### src/rtl/demux_pkg.sv
// Shared constants and slot-state encoding for the demux_reg fan-out block.
package demux_pkg;

  localparam int DEF_WIDTH  = 32;
  localparam int DEF_N_OUTS = 4;

  typedef enum logic {
    SLOT_EMPTY = 1'b0,
    SLOT_FULL  = 1'b1
  } slot_state_e;

endpackage

### src/rtl/demux_if.sv
// Stream bundle for demux_reg: one valid/ready input fanned out to N_OUTS valid/ready outputs.
interface demux_if
  import demux_pkg::*;
#(
  parameter int WIDTH  = DEF_WIDTH,
  parameter int N_OUTS = DEF_N_OUTS
);
  localparam int SEL_WIDTH = $clog2(N_OUTS);

  // A transfer happens on any edge where valid and ready are both high; ready never looks at valid.
  logic                             in_valid;
  logic                             in_ready;
  logic [SEL_WIDTH-1:0]             in_sel;
  logic [WIDTH-1:0]                 in_data;
  logic [N_OUTS-1:0]                out_valid;
  logic [N_OUTS-1:0]                out_ready;
  logic [N_OUTS-1:0][WIDTH-1:0]     out_data;
  logic                             sel_err;

  modport master (
    output in_valid, in_sel, in_data, out_ready,
    input  in_ready, out_valid, out_data, sel_err
  );

  modport slave (
    input  in_valid, in_sel, in_data, out_ready,
    output in_ready, out_valid, out_data, sel_err
  );

endinterface

### src/rtl/demux_slot.sv
// One-entry output register: EMPTY/FULL state flop plus payload register.
module demux_slot
  import demux_pkg::*;
#(
  parameter int WIDTH = DEF_WIDTH
) (
  input  logic             clk,
  input  logic             rst,
  input  logic             fill,
  input  logic             drain,
  input  logic [WIDTH-1:0] fill_data,
  output slot_state_e      state,
  output logic             valid,
  output logic [WIDTH-1:0] data
);

  slot_state_e      state_q, state_d;
  logic [WIDTH-1:0] data_q, data_d;

  always_ff @(posedge clk or posedge rst) begin
    if (rst) begin
      state_q <= SLOT_EMPTY;
      data_q  <= '0;
    end else begin
      state_q <= state_d;
      data_q  <= data_d;
    end
  end

  // A fill wins over a drain on the same edge so the slot never drops out of FULL.
  always_comb begin
    state_d = state_q;
    data_d  = data_q;
    if (fill) begin
      state_d = SLOT_FULL;
      data_d  = fill_data;
    end else if (state_q == SLOT_FULL && drain) begin
      state_d = SLOT_EMPTY;
    end
  end

  assign state = state_q;
  assign valid = (state_q == SLOT_FULL);
  assign data  = data_q;

endmodule

### src/rtl/demux_reg.sv
// Registered 1-to-N_OUTS stream demultiplexer with per-output one-entry slots.
// Optional DEMUX_PASSTHRU_EN lets a FULL slot accept new data in the cycle it drains.
module demux_reg
  import demux_pkg::*;
#(
  parameter int WIDTH  = DEF_WIDTH,
  parameter int N_OUTS = DEF_N_OUTS
) (
  input  logic     clk,
  input  logic     rst,
  demux_if.slave   bus
);

  localparam int SEL_WIDTH = $clog2(N_OUTS);

  logic                         sel_ok;
  logic                         rdy_sel;
  logic                         accept;
  logic [N_OUTS-1:0]            fill;
  logic [N_OUTS-1:0]            slot_valid;
  logic [N_OUTS-1:0]            slot_rdy;
  logic [N_OUTS-1:0][WIDTH-1:0] slot_data;
  slot_state_e                  slot_state [N_OUTS];
  logic                         sel_err_q, sel_err_d;

  assign sel_ok = (32'(bus.in_sel) < 32'(N_OUTS));

`ifdef DEMUX_PASSTHRU_EN
  assign slot_rdy = ~slot_valid | bus.out_ready;
`else
  assign slot_rdy = ~slot_valid;
`endif

  // Loop-based select keeps an out-of-range index from reading past the slot array.
  always_comb begin
    rdy_sel = 1'b0;
    for (int k = 0; k < N_OUTS; k++) begin
      if (bus.in_sel == SEL_WIDTH'(k)) rdy_sel = slot_rdy[k];
    end
  end

  assign bus.in_ready = sel_ok & rdy_sel;
  assign accept       = bus.in_valid & bus.in_ready;

  for (genvar k = 0; k < N_OUTS; k++) begin : g_slot
    assign fill[k] = accept & (bus.in_sel == SEL_WIDTH'(k));

    demux_slot #(.WIDTH(WIDTH)) u_slot (
      .clk       (clk),
      .rst       (rst),
      .fill      (fill[k]),
      .drain     (bus.out_ready[k]),
      .fill_data (bus.in_data),
      .state     (slot_state[k]),
      .valid     (slot_valid[k]),
      .data      (slot_data[k])
    );
  end

  always_ff @(posedge clk or posedge rst) begin
    if (rst) sel_err_q <= 1'b0;
    else     sel_err_q <= sel_err_d;
  end

  always_comb begin
    sel_err_d = sel_err_q | (bus.in_valid & ~sel_ok);
  end

  assign bus.out_valid = slot_valid;
  assign bus.out_data  = slot_data;
  assign bus.sel_err   = sel_err_q;

endmodule

### src/flat_wrapper.sv
// flat-port wrapper written by rule: the top's interface ports become plain ports
module demux_reg_flat import demux_pkg::*;
#(
  parameter int WIDTH  = DEF_WIDTH,
  parameter int N_OUTS = DEF_N_OUTS
)
  (clk, rst, bus_in_valid, bus_in_sel, bus_in_data, bus_out_ready, bus_in_ready, bus_out_valid, bus_out_data, bus_sel_err);
  demux_if #(.WIDTH(WIDTH), .N_OUTS(N_OUTS)) bus_i ();
  input  logic clk;
  input  logic rst;
  input wire logic [$bits(bus_i.in_valid)-1:0] bus_in_valid;
  input wire logic [$bits(bus_i.in_sel)-1:0] bus_in_sel;
  input wire logic [$bits(bus_i.in_data)-1:0] bus_in_data;
  input wire logic [$bits(bus_i.out_ready)-1:0] bus_out_ready;
  output wire logic [$bits(bus_i.in_ready)-1:0] bus_in_ready;
  output wire logic [$bits(bus_i.out_valid)-1:0] bus_out_valid;
  output wire logic [$bits(bus_i.out_data)-1:0] bus_out_data;
  output wire logic [$bits(bus_i.sel_err)-1:0] bus_sel_err;
  assign bus_i.in_valid = bus_in_valid;
  assign bus_i.in_sel = bus_in_sel;
  assign bus_i.in_data = bus_in_data;
  assign bus_i.out_ready = bus_out_ready;
  assign bus_in_ready = bus_i.in_ready;
  assign bus_out_valid = bus_i.out_valid;
  assign bus_out_data = bus_i.out_data;
  assign bus_sel_err = bus_i.sel_err;
  demux_reg #(.WIDTH(WIDTH), .N_OUTS(N_OUTS)) u_core (.clk(clk), .rst(rst), .bus(bus_i));
endmodule
### config.mk
export PLATFORM = sky130hd
export DESIGN_NAME = demux_reg_flat
export DESIGN_NICKNAME = d
export VERILOG_FILES = /design/src/rtl/demux_pkg.sv /design/src/rtl/demux_if.sv /design/src/rtl/demux_slot.sv /design/src/rtl/demux_reg.sv /design/src/flat_wrapper.sv
export SDC_FILE = /design/constraint.sdc
export NUM_CORES = 1
export LEC_CHECK = 0
export CAP_MARGIN = 20
export CORE_ASPECT_RATIO = 1.25
export CORE_MARGIN = 3
export CORE_UTILIZATION = 46
export DETAILED_ROUTE_END_ITERATION = 8
export PLACE_DENSITY_LB_ADDON = 0.08
export SYNTH_ARGS = -nofsm -noshare
export SYNTH_HDL_FRONTEND = slang
export SYNTH_SLANG_ARGS = --single-unit
### constraint.sdc
create_clock -name clk -period 5 [get_ports clk]
set_input_delay 1 -clock clk [delete_from_list [all_inputs] [get_ports clk]]
set_output_delay 1 -clock clk [all_outputs]
set_load 0.01 [all_outputs]
# Word level (Yosys, flattened, before mapping)
# Index checks and enable logic that the tools add are counted.
# word_totals
regBits	132
output_inout_bits	134
input_bits	41
wordCells	38
romBits	0
latchBits	0
mem_count	0
mem_bits_rw	0
# classes
muxes	12
div_mod_pow	0
shift	0
n_reduce_logical	9
mul	0
n_eq_ne	3
add_sub_neg	0
bitwise	6
magnitude_cmp	0
# ops
op	n
$mux W1	12
$reduce_bool A2 Y1	4
$and A1 B1 Y1	5
$eq A2 B2 Y1 const B	2
$logic_and A1 B1 Y1	4
$not A4 Y4	1
$eq A2 B1 Y1 const B	1
$logic_not A2 Y1	1

# Logic depth before layout (Yosys ltp)
# depth
ltp_word	8
ltp_mapped	4
ltp_nobuf	2

# By module
# From an unflattened synthesis, not the netlist that was laid out.
# hier_totals
hier_cells	301
hier_area_um2	5627.9
# modules_own_cells
mod	cells_each	seq_area_each_um2	area_each_um2	n_inst
demux_slot	73	825.8	1388.8	4
demux_reg	9	0.0	72.6	1

# Worst setup path after synthesis
# No wires, ideal clock.
# synth_timing
path_kind	input port to output port
start	input bus_in_sel[0]
end	output bus_in_ready
slack_ps	2386
t_required_ps	4000
arrival_ps	1614
path_buffers	0
cell_stages	2
cell_sequence	mux4_1 > inv_1
# synth_between
elab_chain_len	5
word_cells_on_any_way	8
cone_classes	eq/ne: 3; mux: 4; reduce/logical: 1
# synth_rtl
item	line_no	text
from (decl)	flat_wrapper.sv:12	input wire logic [$bits(bus_i.in_sel)-1:0] bus_in_sel;
$logic_not A2 Y1	demux_reg.sv:38	if (bus.in_sel == SEL_WIDTH'(k)) rdy_sel = slot_rdy[k];
$mux W1 (3 in series)	demux_reg.sv:38	
$mux W1 (*)	demux_reg.sv:38	
to (decl)	flat_wrapper.sv:15	output wire logic [$bits(bus_i.in_ready)-1:0] bus_in_ready;
# Mark *: on every way between the ends. The rest lies on a longest branch, timed or not.

# Worst setup path after layout
# Ends and elaborated chain as after synthesis.

==> flow_summary_export.csv <==
group,metric,value,unit
critical_path,rr_worst_depth,3,
critical_path,rr_startpoint,"u_core.g_slot[2].u_slot.state$_DFFE_PP0P_",
detailed_routing,top_layer,"met4",
synth,synth_compound_area_share,0.519,%
floorplan,ioPinCount,175,
clock_network,insertion_delay,0.40,ns
global_routing,overflow,0,
detailed_routing,met2WireLength,5.74,mm
sta,tightestPinTransition,0.767,ns
synth,yosysUniqueCellTypes,16,
clock_network,cts_setup_buffers,0,
detailed_routing,vias,3127,
critical_path,crit_fanout,5,
final_layout,fillers,825,
sta,hold_ws,0.488,ns
final_layout,drive_gt1_share,34.7,%
synth,synth.net_count,336,
detailed_routing,drtIter0Drc,52,
detailed_routing,drc,0,
detailed_routing,wire_per_inst,19.2,µm
synth,muxShareOfSynthArea,31.7,%
synth,synth_area,5310,µm²
floorplan,num_rows,43,
sta,finalSetupViolations,0,
power_and_ir_drop,seq_power_share,37.6,%
synth,yosys_warnings,0,
critical_path,worstPathCellList,"clkdlybuf4s50_1 > mux4_1 > inv_1 > clkdlybuf4s50_1",
synth,async_reset_ff_share,100,%
final_layout,register_area,3300,µm²
global_routing,antenna_found_initial,0,
place,post-place-ws,1.21,ns
clock_network,hold_buffers,0,
detailed_routing,postRouteAntennaNets,0,
global_routing,grt_max_degree,64,
sta,hold_viol,0,
clock_network,clk_pin_slew,0.05,ns
clock_network,cts-root-buf,"clkbuf_16",
detailed_routing,drt_first_pass_iters,4,
clock_network,cts_buffers,17,
hold_path,hp-class,"flop to flop",
synth,ys_seq_area_share,62.2,%
sta,fin_crit,3.79,ns
critical_path,max_stage_delay,0.61,ns
detailed_routing,viasPerCell,5.03,
global_routing,grt_pass1_vias,3492,
final_layout,multi_input_area,1780,µm²
sta,setup_tns,0,ns
critical_path,critPathCaptureType,"primary output",
power_and_ir_drop,irDropWorstVdd,0.244,mV
clock_network,htree_levels,4,
floorplan,floorplan.die.width,102,µm
clock_network,cts_buffer_depth,2,
critical_path,start_kind,"primary input",
sta,drv_slew,0,
sta,max_freq,0.264,GHz
global_routing,grt_pass1_wl,18.9,mm
global_routing,grtUsageTotal,19.3,%
synth,synthAdderAreaFrac,0,%
synth,synth_common_cells,"132 x dfrtp_1, 68 x mux2_2, 58 x mux2_4",
synth,synth.avg_cell_area,18.0,µm²
synth,ys_ff_latch,132,
place,dp_hpwl,8.06,mm
detailed_routing,drt_wl_total,11.9,mm
synth,synthTopCellsByArea,"dfrtp_1 62%, mux2_4 16%, mux2_2 14%, buf_6 1.7%, buf_12 1.1%",
final_layout,antenna_cells,0,
power_and_ir_drop,switchingPower,941,µW
critical_path,reg2reg_slack,2.85,ns
sta,relSlewSlack,48.8,%
synth,yosys.area_share.simple,1.20,%
power_and_ir_drop,switching_share,24.4,%
final_layout,nets,515,
floorplan,coreArea,11200,µm²
critical_path,worstReg2RegEnd,"u_core.g_slot[2].u_slot.data[30]$_DFFE_PP0P_",
power_and_ir_drop,p_comb_share,26.7,%
synth,synth_top_family_by_area,"multiplexers",
synth,yosysMostFrequentCell,"dfrtp_1",
hold_path,min_to,"u_core.g_slot[0].u_slot.data[0]$_DFFE_PP0P_",
detailed_routing,met3WireLength,962,µm
sta,skew,0.00694,ns
power_and_ir_drop,power,3850,µW
floorplan,die_area,12900,µm²
hold_path,min_path_cells,1,
synth,synth_edf_count,0,
floorplan,start_util,47.4,%
final_layout,areaGrowthSynthToFinish,45.4,%
critical_path,slowest_stage,"clkdlybuf4s50_1",
synth,ys.flop_type,"dfrtp_1",
clock_network,cts-resized-gates,0,
critical_path,cp_common_cell,"clkdlybuf4s50_1",
clock_network,numClockSinks,132,
power_and_ir_drop,intPower,2910,µW
critical_path,critPathArrivalTime,2.79,ns
detailed_routing,met1_length,4.96,mm
critical_path,worstPathRequired,4.00,ns
floorplan,chipHeight,126,µm
status,status,"finished, final reports clean",
sta,finalCritPeriodShare,75.7,%
synth,synth.largest_area_cell,"dfrtp_1",
power_and_ir_drop,p_per_area,499,nW/µm²
sta,rsz0062_at_grt,"no",
run,drv_cap,0,
final_layout,postLayoutCoreUtil,69.0,%
power_and_ir_drop,clock_power_share,35.7,%
sta,fin_ws,1.21,ns
power_and_ir_drop,leakagePower,0.00338,µW
synth,synth_xor_area_share,0,%
synth,synth.top_cell.area_share,62.2,%
hold_path,min_from,"u_core.g_slot[0].u_slot.data[0]$_DFFE_PP0P_",
place,port_buffers,173,
place,place.gp.congestion,0.721,
synth,synthCells,295,
clock_network,cts_tree,"built",
critical_path,worst-setup-path-type,"primary input to primary output",
## per-layer routing
layer  track usage [%]  up-vias
met1              23.3     1602
met3              7.98       20
met4              7.34        0
met5                 0        -
met2              30.7      119
li1                  -     1386
## power by group through the flow
stage | Clock (µW) | Sequential (µW) | Combinational, µW
after floorplan | 0 | 1560 | 331
after CTS | 1400 | 1450 | 1050
after global routing | 1440 | 1480 | 1090
after global placement | 0 | 1460 | 1030
after detailed placement | 0 | 1460 | 1040
final | 1380 | 1450 | 1030
## logic make-up after synthesis
group / Yosys count
buffers and inverters: 25
multiplexers: 129
AO/OA/AOI/OAI: 4
AND/OR/NAND/NOR: 4
other: 1
flip-flops: 132
## final cells by class
type	count	share of cell area (%)
Clock inverter	12	2.59
Clock buffer	20	6.04
Sequential cell	132	42.8
Tap cell	135	2.19
Inverter	6	0.324
Timing Repair Buffer	179	23.0
Multi-Input combinational cell	138	23.1
## per-stage QoR
step | area, µm² | std cells
finish | 7720 | 622
global route | 7720 | 622
CTS | 7720 | 622
detailed placement | 7050 | 590
global placement | 7050 | 590
floorplan | 5310 | 295
## worst max path at each step
stage / startpoint / endpoint / slack [ns] / cells after the start
after floorplan: rst / u_core.g_slot[0].u_slot.data[0]$_DFFE_PP0P_ / 0.47 / 1
after global placement: bus_in_sel[0] / bus_in_ready / 1.23 / 4
after detailed placement: bus_in_sel[0] / bus_in_ready / 1.21 / 4
after CTS: bus_in_sel[0] / bus_in_ready / 1.21 / 4
after global routing: bus_in_sel[0] / bus_in_ready / 1.16 / 4
final: bus_in_sel[0] / bus_in_ready / 1.21 / 4
## critical path: cells and delay by family
family                 cells  cell delay (ns)
multiplexers               1             0.58
buffers and inverters      3             1.21
## flip-flops by register name (all words and copies together), names as in the netlist
| register | count |
|---|---|
| u_core.g_slot.u_slot.state | 4 |
| u_core.g_slot.u_slot.data | 128 |
## cell usage in the layout (no fill, tap or decap), types with 2 or more instances in the layout
cell type,instances
clkbuf_8,3
and4bb_2,2
mux2_2,68
inv_1,5
clkdlybuf4s50_1,173
a21o_1,3
buf_4,6
bufinv_16,5
clkinvlp_4,3
clkbuf_16,17
mux2_4,58
mux2_1,2
dfrtp_1,132
clkinv_2,2
No activity file was read; power rests on OpenSTA's default activity.
